**config.mk**
```make
export PLATFORM = sky130hd
export DESIGN_NAME = ccff_chain_loader
export DESIGN_NICKNAME = d
export VERILOG_FILES = /design/src/rtl/ccff_loader_pkg.sv /design/src/rtl/ccff_image_buffer.sv /design/src/rtl/ccff_chain_loader.sv
export SDC_FILE = /design/constraint.sdc
export NUM_CORES = 1
export LEC_CHECK = 0
export BUFFER_PORTS_ARGS = -buffer_cell sky130_fd_sc_hd__buf_2
export CAP_MARGIN = 20
export CORE_ASPECT_RATIO = 2
export CORE_UTILIZATION = 35
export CTS_CLUSTER_DIAMETER = 60
export DETAILED_ROUTE_END_ITERATION = 12
export PLACE_DENSITY_LB_ADDON = 0.08
export SLEW_MARGIN = 25
export SYNTH_ARGS = -nofsm -noshare
export SYNTH_HDL_FRONTEND = slang
export SYNTH_SLANG_ARGS = --single-unit
```
**constraint.sdc**
```tcl
create_clock -name prog_clk -period 1.85 [get_ports prog_clk]
set_input_delay 0.37 -clock prog_clk [delete_from_list [all_inputs] [get_ports prog_clk]]
set_output_delay 0.37 -clock prog_clk [all_outputs]
set_load 0.01 [all_outputs]
```
**src/rtl/ccff_loader_pkg.sv**
```systemverilog
// Shared types and sizing helpers for the CCFF chain loader.
// Used by the loader FSM and its image buffer.
package ccff_loader_pkg;

  typedef enum logic [2:0] {
    IDLE,
    FILL,
    SHIFT,
    VERIFY,
    DONE
  } state_e;

  function automatic int cw(input int n);
    return (n <= 2) ? 1 : $clog2(n);
  endfunction

  function automatic int nwords(input int len, input int w);
    return (len + w - 1) / w;
  endfunction

endpackage

```
**src/rtl/ccff_image_buffer.sv**
```systemverilog
// Word-write / bit-read register file holding one chain image.
// Bits past CHAIN_LEN in the last word have no storage.
module ccff_image_buffer
  import ccff_loader_pkg::*;
#(
  parameter int CHAIN_LEN = 18,
  parameter int WORD_W    = 8,
  parameter int NWORDS    = 3,
  parameter int WCW       = 2,
  parameter int BCW       = 5
) (
  input  logic              clk,
  input  logic              rst_n,
  input  logic              clr,
  input  logic              we,
  input  logic [WCW-1:0]    waddr,
  input  logic [WORD_W-1:0] wdata,
  input  logic [BCW-1:0]    raddr,
  output logic              rbit
);

  localparam int DEPTH = 1 << BCW;

  logic [CHAIN_LEN-1:0] mem;
  logic [DEPTH-1:0]     ext;

  for (genvar b = 0; b < CHAIN_LEN; b++) begin : g_bit
    localparam int K = b / WORD_W;
    localparam int J = b % WORD_W;
    logic q;
    always_ff @(posedge clk or negedge rst_n) begin
      if (!rst_n) begin
        q <= 1'b0;
      end else if (clr) begin
        q <= 1'b0;
      end else if (we && waddr == WCW'(K)) begin
        q <= wdata[J];
      end
    end
    assign mem[b] = q;
  end

  // Zero-pad so any counter value is a legal index.
  assign ext  = {{(DEPTH - CHAIN_LEN){1'b0}}, mem};
  assign rbit = ext[raddr];

endmodule

```
**src/rtl/ccff_chain_loader.sv**
```systemverilog
// Buffers one chain image, shifts it into a CCFF chain, then
// re-shifts it while checking the tail bit-for-bit.
module ccff_chain_loader
  import ccff_loader_pkg::*;
#(
  parameter int CHAIN_LEN = 18,
  parameter int WORD_W    = 8
) (
  input  logic              prog_clk,
  input  logic              pReset_n,
  input  logic              start,
  input  logic              abort,
  input  logic              s_valid,
  input  logic [WORD_W-1:0] s_data,
  output logic              s_ready,
  output logic              ccff_head,
  input  logic              ccff_tail,
  output logic              config_enable,
  output logic              config_readback,
  output logic              busy,
  output logic              done,
  output logic              fail
);

  localparam int NWORDS = nwords(CHAIN_LEN, WORD_W);
  localparam int BCW    = cw(CHAIN_LEN + 1);
  localparam int WCW    = cw(NWORDS + 1);

  localparam logic [BCW-1:0] BIT_LAST  = BCW'(CHAIN_LEN - 1);
  localparam logic [WCW-1:0] WORD_LAST = WCW'(NWORDS - 1);

  state_e         state, state_nx;
  logic [BCW-1:0] bit_cnt, bit_nx;
  logic [WCW-1:0] word_cnt, word_nx;
  logic           fail_q, fail_nx;
  logic           clr, we, rbit;

  ccff_image_buffer #(
    .CHAIN_LEN(CHAIN_LEN),
    .WORD_W   (WORD_W),
    .NWORDS   (NWORDS),
    .WCW      (WCW),
    .BCW      (BCW)
  ) u_buf (
    .clk  (prog_clk),
    .rst_n(pReset_n),
    .clr  (clr),
    .we   (we),
    .waddr(word_cnt),
    .wdata(s_data),
    .raddr(bit_cnt),
    .rbit (rbit)
  );

  always_ff @(posedge prog_clk or negedge pReset_n) begin
    if (!pReset_n) begin
      state    <= IDLE;
      bit_cnt  <= '0;
      word_cnt <= '0;
      fail_q   <= 1'b0;
    end else begin
      state    <= state_nx;
      bit_cnt  <= bit_nx;
      word_cnt <= word_nx;
      fail_q   <= fail_nx;
    end
  end

  always_comb begin
    state_nx        = state;
    bit_nx          = bit_cnt;
    word_nx         = word_cnt;
    fail_nx         = fail_q;
    clr             = 1'b0;
    we              = 1'b0;
    s_ready         = 1'b0;
    ccff_head       = 1'b0;
    config_enable   = 1'b0;
    config_readback = 1'b0;
    unique case (state)
      IDLE, DONE: begin
        if (start) begin
          state_nx = FILL;
          clr      = 1'b1;
          word_nx  = '0;
          bit_nx   = '0;
          fail_nx  = 1'b0;
        end
      end
      FILL: begin
        s_ready = 1'b1;
        if (s_valid) begin
          we      = 1'b1;
          word_nx = word_cnt + WCW'(1);
          if (word_cnt == WORD_LAST) begin
            state_nx = SHIFT;
            bit_nx   = '0;
          end
        end
      end
      SHIFT: begin
        config_enable = 1'b1;
        ccff_head     = rbit;
        if (bit_cnt == BIT_LAST) begin
          state_nx = VERIFY;
          bit_nx   = '0;
        end else begin
          bit_nx = bit_cnt + BCW'(1);
        end
      end
      VERIFY: begin
        config_enable   = 1'b1;
        config_readback = 1'b1;
        ccff_head       = rbit;
        if (ccff_tail != rbit) fail_nx = 1'b1;
        if (bit_cnt == BIT_LAST) begin
          state_nx = DONE;
          bit_nx   = '0;
        end else begin
          bit_nx = bit_cnt + BCW'(1);
        end
      end
      default: state_nx = IDLE;
    endcase
    // Abort wins over start and over a pending word transfer.
    if (abort) begin
      state_nx = IDLE;
      bit_nx   = '0;
      word_nx  = '0;
      fail_nx  = 1'b0;
      clr      = 1'b0;
      we       = 1'b0;
      s_ready  = 1'b0;
    end
  end

  assign busy = (state == FILL) || (state == SHIFT) || (state == VERIFY);
  assign done = (state == DONE);
  assign fail = fail_q;

endmodule

```
==> metrics, run 1 <==
Tot Pwr=2.40 mW; first-pass GRT wire length=6780 µm; CTS tree=yes; RSZ-0062 raised after global routing=true; Period Utilization, post-route=1.11; CP Data Required Time=1.48 ns; dominant synthesized flop cell=dfrtp_1; Initial DRC Count=20; Finished Layout Cells=280; post-placement cell count=261; Post-synth EDFFs=0; Pins Over Slew Limit=0; fraction of synthesized cell area in xor and xnor cells=0.00518; CTS root buf=clkbuf_8; fmax=488 MHz; largest net degree at the start of global routing=30; Synth area leader=dfrtp_1; # port buffers=20; worst setup margin=-0.200 ns; # H-tree levels=2; worst min path class=primary input to asynchronous set/reset pin; Die Span Y=100 µm; Yosys warning total=0; clock buffer depth=2; clock slew seen by the registers of the worst setup and hold paths=0.07 ns; largest family of logic cells by synthesized area=simple AND/OR/NAND/NOR gates; worst slew pin tran=0.665 ns; GPL Wtd Cong=0.872; routed vias/inst=5.20; largest cells by area after synthesis=dfrtp_1 (43%), nand3_1 (7.1%), a21oi_1 (6.8%), nand2_1 (6.2%), mux2i_1 (4.1%); # DRC=0; vias in the first global route=1479; hold_buf cts=0; syn_nets=205; synthesized area=1690 µm²; grt ovf=0; crit path max fanout=5; initial core utilization=0.364; sequential share of the synthesized area=0.429; DRT antenna net count=0; first-pass iteration count of the detailed router=4; WL final=4210 µm; Adder-Cell Fraction of Synth Area=0.0370; via count=1456; Detailed Place HPWL=3100 µm; Syn Area/Cell=9.09 µm²; cell leakage power=0.943 nW; # nets final=243; hold_ws=0.116 ns; startpoint types=flip-flop; Worst path max stage delay=0.44 ns; Syn-to-layout area delta=25.2%; pwr dens=1130 nW/µm²; fraction of registers with async set/reset=1.00; GR Util All Layers=0.181; R2R Setup Slk=-0.06 ns; post-synthesis compound-gate area fraction=0.156; crit-path cells=buf_12 -> mux2i_2 -> nand3_1 -> a31oi_1 -> a21oi_1 -> buf_2; die area=5130 µm²; Register-to-Register Path Depth=10; synth unique cells=37; crit end category=output port; Crit path arrival time=1.68 ns; mux share of post-synthesis cell area=0.0792; # IOs=21; clk_lat worst skew=0.28 ns; Syn Inst Count=186; Final Util=0.456; Core ar.=4640 µm²; initial antenna violation count=0; CTS Buf Count=5; max_slew headroom=0.557; clock skew=0.00568 ns; Placement Rows=35; share of layout cells above drive strength 1=0.320; Die Wd=51.1 µm; CP Class=flip-flop to output port; final hold violation count=0; max-cap viol count=0; Yosys reg bits=29; antenna diode count=0; top cell type's share of synthesized area=0.429; failing checks=setup timing; peak supply drop=0.736 mV; status=finished, violations left; Worst path slowest cell=dfrtp_2; # clock sinks=29; Final setup viols=2; RR Endpoint=fail$_DFFE_PN0P_; Post-Synth Simple-Gate Area=0.231; fin crit period=2.05 ns; RR Startpoint=bit_cnt[0]$_DFFE_PN0P_; WL/cell=15.0 µm; number of fill cells in the layout=484
## cell usage after synthesis, types with 2 or more instances
library cell / instances
and2_1: 3
clkbuf_1: 2
a311oi_1: 2
ha_1: 5
buf_2: 5
a21oi_1: 23
nand2b_1: 2
dfrtp_1: 29
o31ai_1: 2
nand2_1: 28
inv_1: 7
mux2_2: 3
nand3_1: 24
mux2i_1: 7
nor2_1: 6
buf_4: 4
nor2b_1: 4
mux2_4: 2
o21ai_0: 9
a211oi_1: 2
## metal layers
| metal | wire length (µm) | GRT usage | vias up |
|---|---|---|---|
| met1 | 1610 | 0.179 | 693 |
| met5 | 0 | 0 | - |
| met4 | 63 | 0.0726 | 0 |
| met2 | 2430 | 0.348 | 26 |
| li1 | - | - | 731 |
| met3 | 105 | 0.0333 | 6 |
## through the flow
stage | setup WS [ns] | setup TNS (ns) | area (µm²)
floorplan | 0.133 | 0 | 1690
global placement | 0.0975 | 0 | 1890
detailed placement | 0.0889 | 0 | 1890
CTS | -0.182 | -0.231 | 2050
global route | -0.257 | -0.360 | 2120
finish | -0.200 | -0.257 | 2120
## power breakdown
part | internal [mW] | switching, mW
clock network | 0.260 | 0.238
logic | 0.526 | 0.487
registers | 0.770 | 0.119
## sequential cells by signal, indices dropped and copies added, names as in the netlist
signal,count
u_buf.g_bit.q,18
state,3
word_cnt,2
bit_cnt,5
fail,1
## cells by family after synthesis
logic type / after synthesis
simple gates: 74
compound gates: 45
xor+xnor: 1
buf+inv: 20
mux: 12
fa+ha+maj: 5
flops: 29
## worst max-delay path, delay by kind of cell (launching register included)
kind / cells / cell delay, ns
muxes: 1 / 0.22
AOI/OAI and AO/OA: 2 / 0.34
and+or+nand+nor: 1 / 0.12
buffers and inverters: 2 / 0.28
DFF: 1 / 0.44
## timing repair
| item | CTS | global route |
|---|---|---|
| pin swaps | 4 | 3 |
| gates resized for setup | 2 | 11 |
| setup endpoints to repair | 1 | 2 |
| cloned | 0 | 1 |
| setup buffers | 10 | 1 |
## worst max-delay path by stage
stage,cells after the start,to,from
after floorplan,5,ccff_head,bit_cnt[0]$_DFFE_PN0P_
after global placement,6,ccff_head,bit_cnt[0]$_DFFE_PN0P_
after detailed placement,6,ccff_head,bit_cnt[0]$_DFFE_PN0P_
after CTS,5,ccff_head,bit_cnt[0]$_DFFE_PN0P_
after global routing,7,ccff_head,bit_cnt[0]$_DFFE_PN0P_
final,6,ccff_head,bit_cnt[0]$_DFFE_PN0P_
## cells in the final DEF (no fill, tap or decap), types with 4 or more instances in the layout
cell	Yosys	final
clkbuf_8	0	5
buf_2	5	20
inv_1	7	7
nand2_1	28	28
a21oi_1	23	23
dfrtp_1	29	27
nor2_1	6	5
o21ai_0	9	8
nand3_1	24	23
buf_4	4	22
mux2i_1	7	4
ha_1	5	5
## layout make-up
| cell class | count | area [µm²] | share of cell area |
|---|---|---|---|
| Timing Repair Buffer | 44 | 310 | 0.147 |
| Inverter | 7 | 26.3 | 0.0124 |
| Clock inverter | 2 | 10.0 | 0.00473 |
| Sequential cell | 29 | 728 | 0.344 |
| Clock buffer | 6 | 72.6 | 0.0343 |
| Multi-Input combinational cell | 137 | 901 | 0.426 |
| Tap cell | 55 | 68.8 | 0.0325 |
Note: power is estimated with default switching activity, not from simulation.
==> inputs of run 2 (changes only) <==
--- a/config.mk
+++ b/config.mk
@@ -7,12 +7,14 @@
 export LEC_CHECK = 0
 export BUFFER_PORTS_ARGS = -buffer_cell sky130_fd_sc_hd__buf_2
 export CAP_MARGIN = 20
-export CORE_ASPECT_RATIO = 2
+export CORE_ASPECT_RATIO = 1.75
 export CORE_UTILIZATION = 35
 export CTS_CLUSTER_DIAMETER = 60
 export DETAILED_ROUTE_END_ITERATION = 12
+export GPL_ROUTABILITY_DRIVEN = 0
 export PLACE_DENSITY_LB_ADDON = 0.08
 export SLEW_MARGIN = 25
 export SYNTH_ARGS = -nofsm -noshare
 export SYNTH_HDL_FRONTEND = slang
+export SYNTH_HIERARCHICAL = 1
 export SYNTH_SLANG_ARGS = --single-unit
==> metrics, run 2 <==
first-pass GRT wire length=6090 µm; clock skew=0.00618 ns; pre-CTS setup slack=-0.0870 ns; peak supply drop=0.701 mV; antenna diode count=0; DP Area=1870 µm²; fin crit period=2.16 ns; Placement Rows=32; Core ar.=4400 µm²; count leader, synth=dfrtp_1; WL final=3640 µm; initial antenna violation count=0; setup_tns=-0.500 ns; CP Class=flip-flop to output port; Tot Pwr=2.58 mW; CTS Buf Count=5; # nets final=206; fmax=462 MHz; dominant synthesized flop cell=dfrtp_1; vias in the first global route=1312; worst slew pin tran=0.667 ns; Initial DRC Count=9; fraction of registers with async set/reset=1.00; max_slew headroom=0.555; clk_lat worst skew=0.28 ns; largest net degree at the start of global routing=30; startpoint types=flip-flop; Syn Area/Cell=10.6 µm²; # clock sinks=29; sequential share of the synthesized area=0.453; # IOs=21; final instance area=2020 µm²; via count=1231; grt ovf=0; failing checks=setup timing; CP Data Required Time=1.48 ns; Largest regs=u_buf/g_bit.q x18, bit_cnt x5, state x3; Finished Layout Cells=241; Crit path arrival time=1.79 ns; share of layout cells above drive strength 1=0.337; Syn-to-layout area delta=25.8%; commonest cells in the synthesized netlist=dfrtp_1 (29), nor2_1 (28), mux2i_1 (22); Final setup viols=4; final hold violation count=0; pwr dens=1280 nW/µm²; cell leakage power=1.05 nW; Post-synth EDFFs=0; most frequent cells in the layout=nor2_1 (28), dfrtp_1 (28), mux2i_1 (21); clock buffer depth=2; initial core utilization=0.364; Detailed Place HPWL=2790 µm; CTS root buf=clkbuf_8; # H-tree levels=2; hold_ws=0.119 ns; number of fill cells in the layout=456; RSZ-0062 raised after global routing=true; DRT antenna net count=0; top cell type's share of synthesized area=0.453; die area=4860 µm²; Syn Inst Count=151; largest cells by area after synthesis=dfrtp_1 (45%), mux2i_1 (14%), nor2_1 (6.6%), mux4_2 (2.8%), ha_1 (2.3%); max-cap viol count=0; clock slew seen by the registers of the worst setup and hold paths=0.07 ns; synth unique cells=41; Yosys warning total=6; syn_nets=168; WL/cell=15.1 µm; largest reg by FF count=u_buf/g_bit.q; crit end category=output port; # port buffers=20; Synth area leader=dfrtp_1; worst setup margin=-0.315 ns; crit path max fanout=5; # DRC=0; worst min path class=primary input to asynchronous set/reset pin; post-placement cell count=232; Die Span Y=91.5 µm; synthesized area=1600 µm²; CTS tree=yes; max reg flops=18; Pins Over Slew Limit=0; Die Wd=53.2 µm; Period Utilization, post-route=1.17; Final Util=0.458; routed vias/inst=5.11; GR Util All Layers=0.176; status=finished, violations left; first-pass iteration count of the detailed router=4; Yosys reg bits=29
[run 2: cell count changes after synthesis, moves of 3 or more]
cell	previous run	this run
mux2i_1	7	22
nand3_1	24	5
nand2_1	28	2
nand3b_1	0	4
o21ai_0	9	2
buf_4	4	0
nor2_1	6	28
a21oi_1	23	1
inv_1	7	4
[run 2: power breakdown]
group | internal, mW | total, mW | switching [mW] | leakage, nW
Combinational | 0.565 | 1.09 | 0.522 | 0.605
Clock | 0.336 | 0.575 | 0.240 | 0.0542
Sequential | 0.798 | 0.917 | 0.119 | 0.395
[run 2: final cells by class]
type | instances | area, µm² | share of cell area
multi-input cells | 109 | 850 | 0.421
flip-flops and latches | 29 | 727 | 0.360
repair buffers | 40 | 260 | 0.129
clock buffers | 7 | 96.3 | 0.0478
well taps | 51 | 63.8 | 0.0316
inverters | 4 | 15.0 | 0.00744
clock inverters | 1 | 5.00 | 0.00248
[run 2: final timing paths]
path | start | end | slack, ns | cells after the start
worst max register to register | bit_cnt[0]$_DFFE_PN0P_ | fail$_DFFE_PN0P_ | -0.12 | 9
worst min register to register | u_buf/g_bit[11].q$_DFFE_PN0P_ | u_buf/g_bit[11].q$_DFFE_PN0P_ | 0.52 | 2
worst max-delay path | bit_cnt[0]$_DFFE_PN0P_ | ccff_head | -0.31 | 6
min in group prog_clk | s_data[3] | u_buf/g_bit[11].q$_DFFE_PN0P_ | 0.35 | 3
max in group asynchronous | pReset_n | bit_cnt[0]$_DFFE_PN0P_ | 1.25 | 1
worst min-delay path | pReset_n | state[1]$_DFFE_PN0P_ | 0.12 | 1
[run 2: what timing repair did]
action,4_1_cts,5_1_grt
gates resized for setup,2,7
hold buffers,0,0
pin swaps,0,5
setup endpoints to repair,5,12
setup buffers,0,1
[run 2: cell families after synthesis]
group	share of synthesized area
multiplexers	0.205
AO/OA/AOI/OAI	0.0742
buffers and inverters	0.0390
flip-flops	0.453
AND/OR/NAND/NOR	0.194
adder cells (fa/ha/maj)	0.0234
XOR/XNOR	0.0109
[run 2: critical path: stages, from the launching register on]
cell      delay (ns)
dfrtp_2         0.42
mux4_2          0.50
nand2b_4        0.14
nand4b_1        0.10
nand3_2         0.10
and2_4          0.15
buf_6           0.11
[run 2: routing by layer]
metal	vias to the layer above	track usage	routed length [µm]
met4	0	0.0746	75
li1	608	-	-
met2	23	0.325	2050
met1	592	0.178	1390
met3	8	0.0352	120
met5	-	0	0
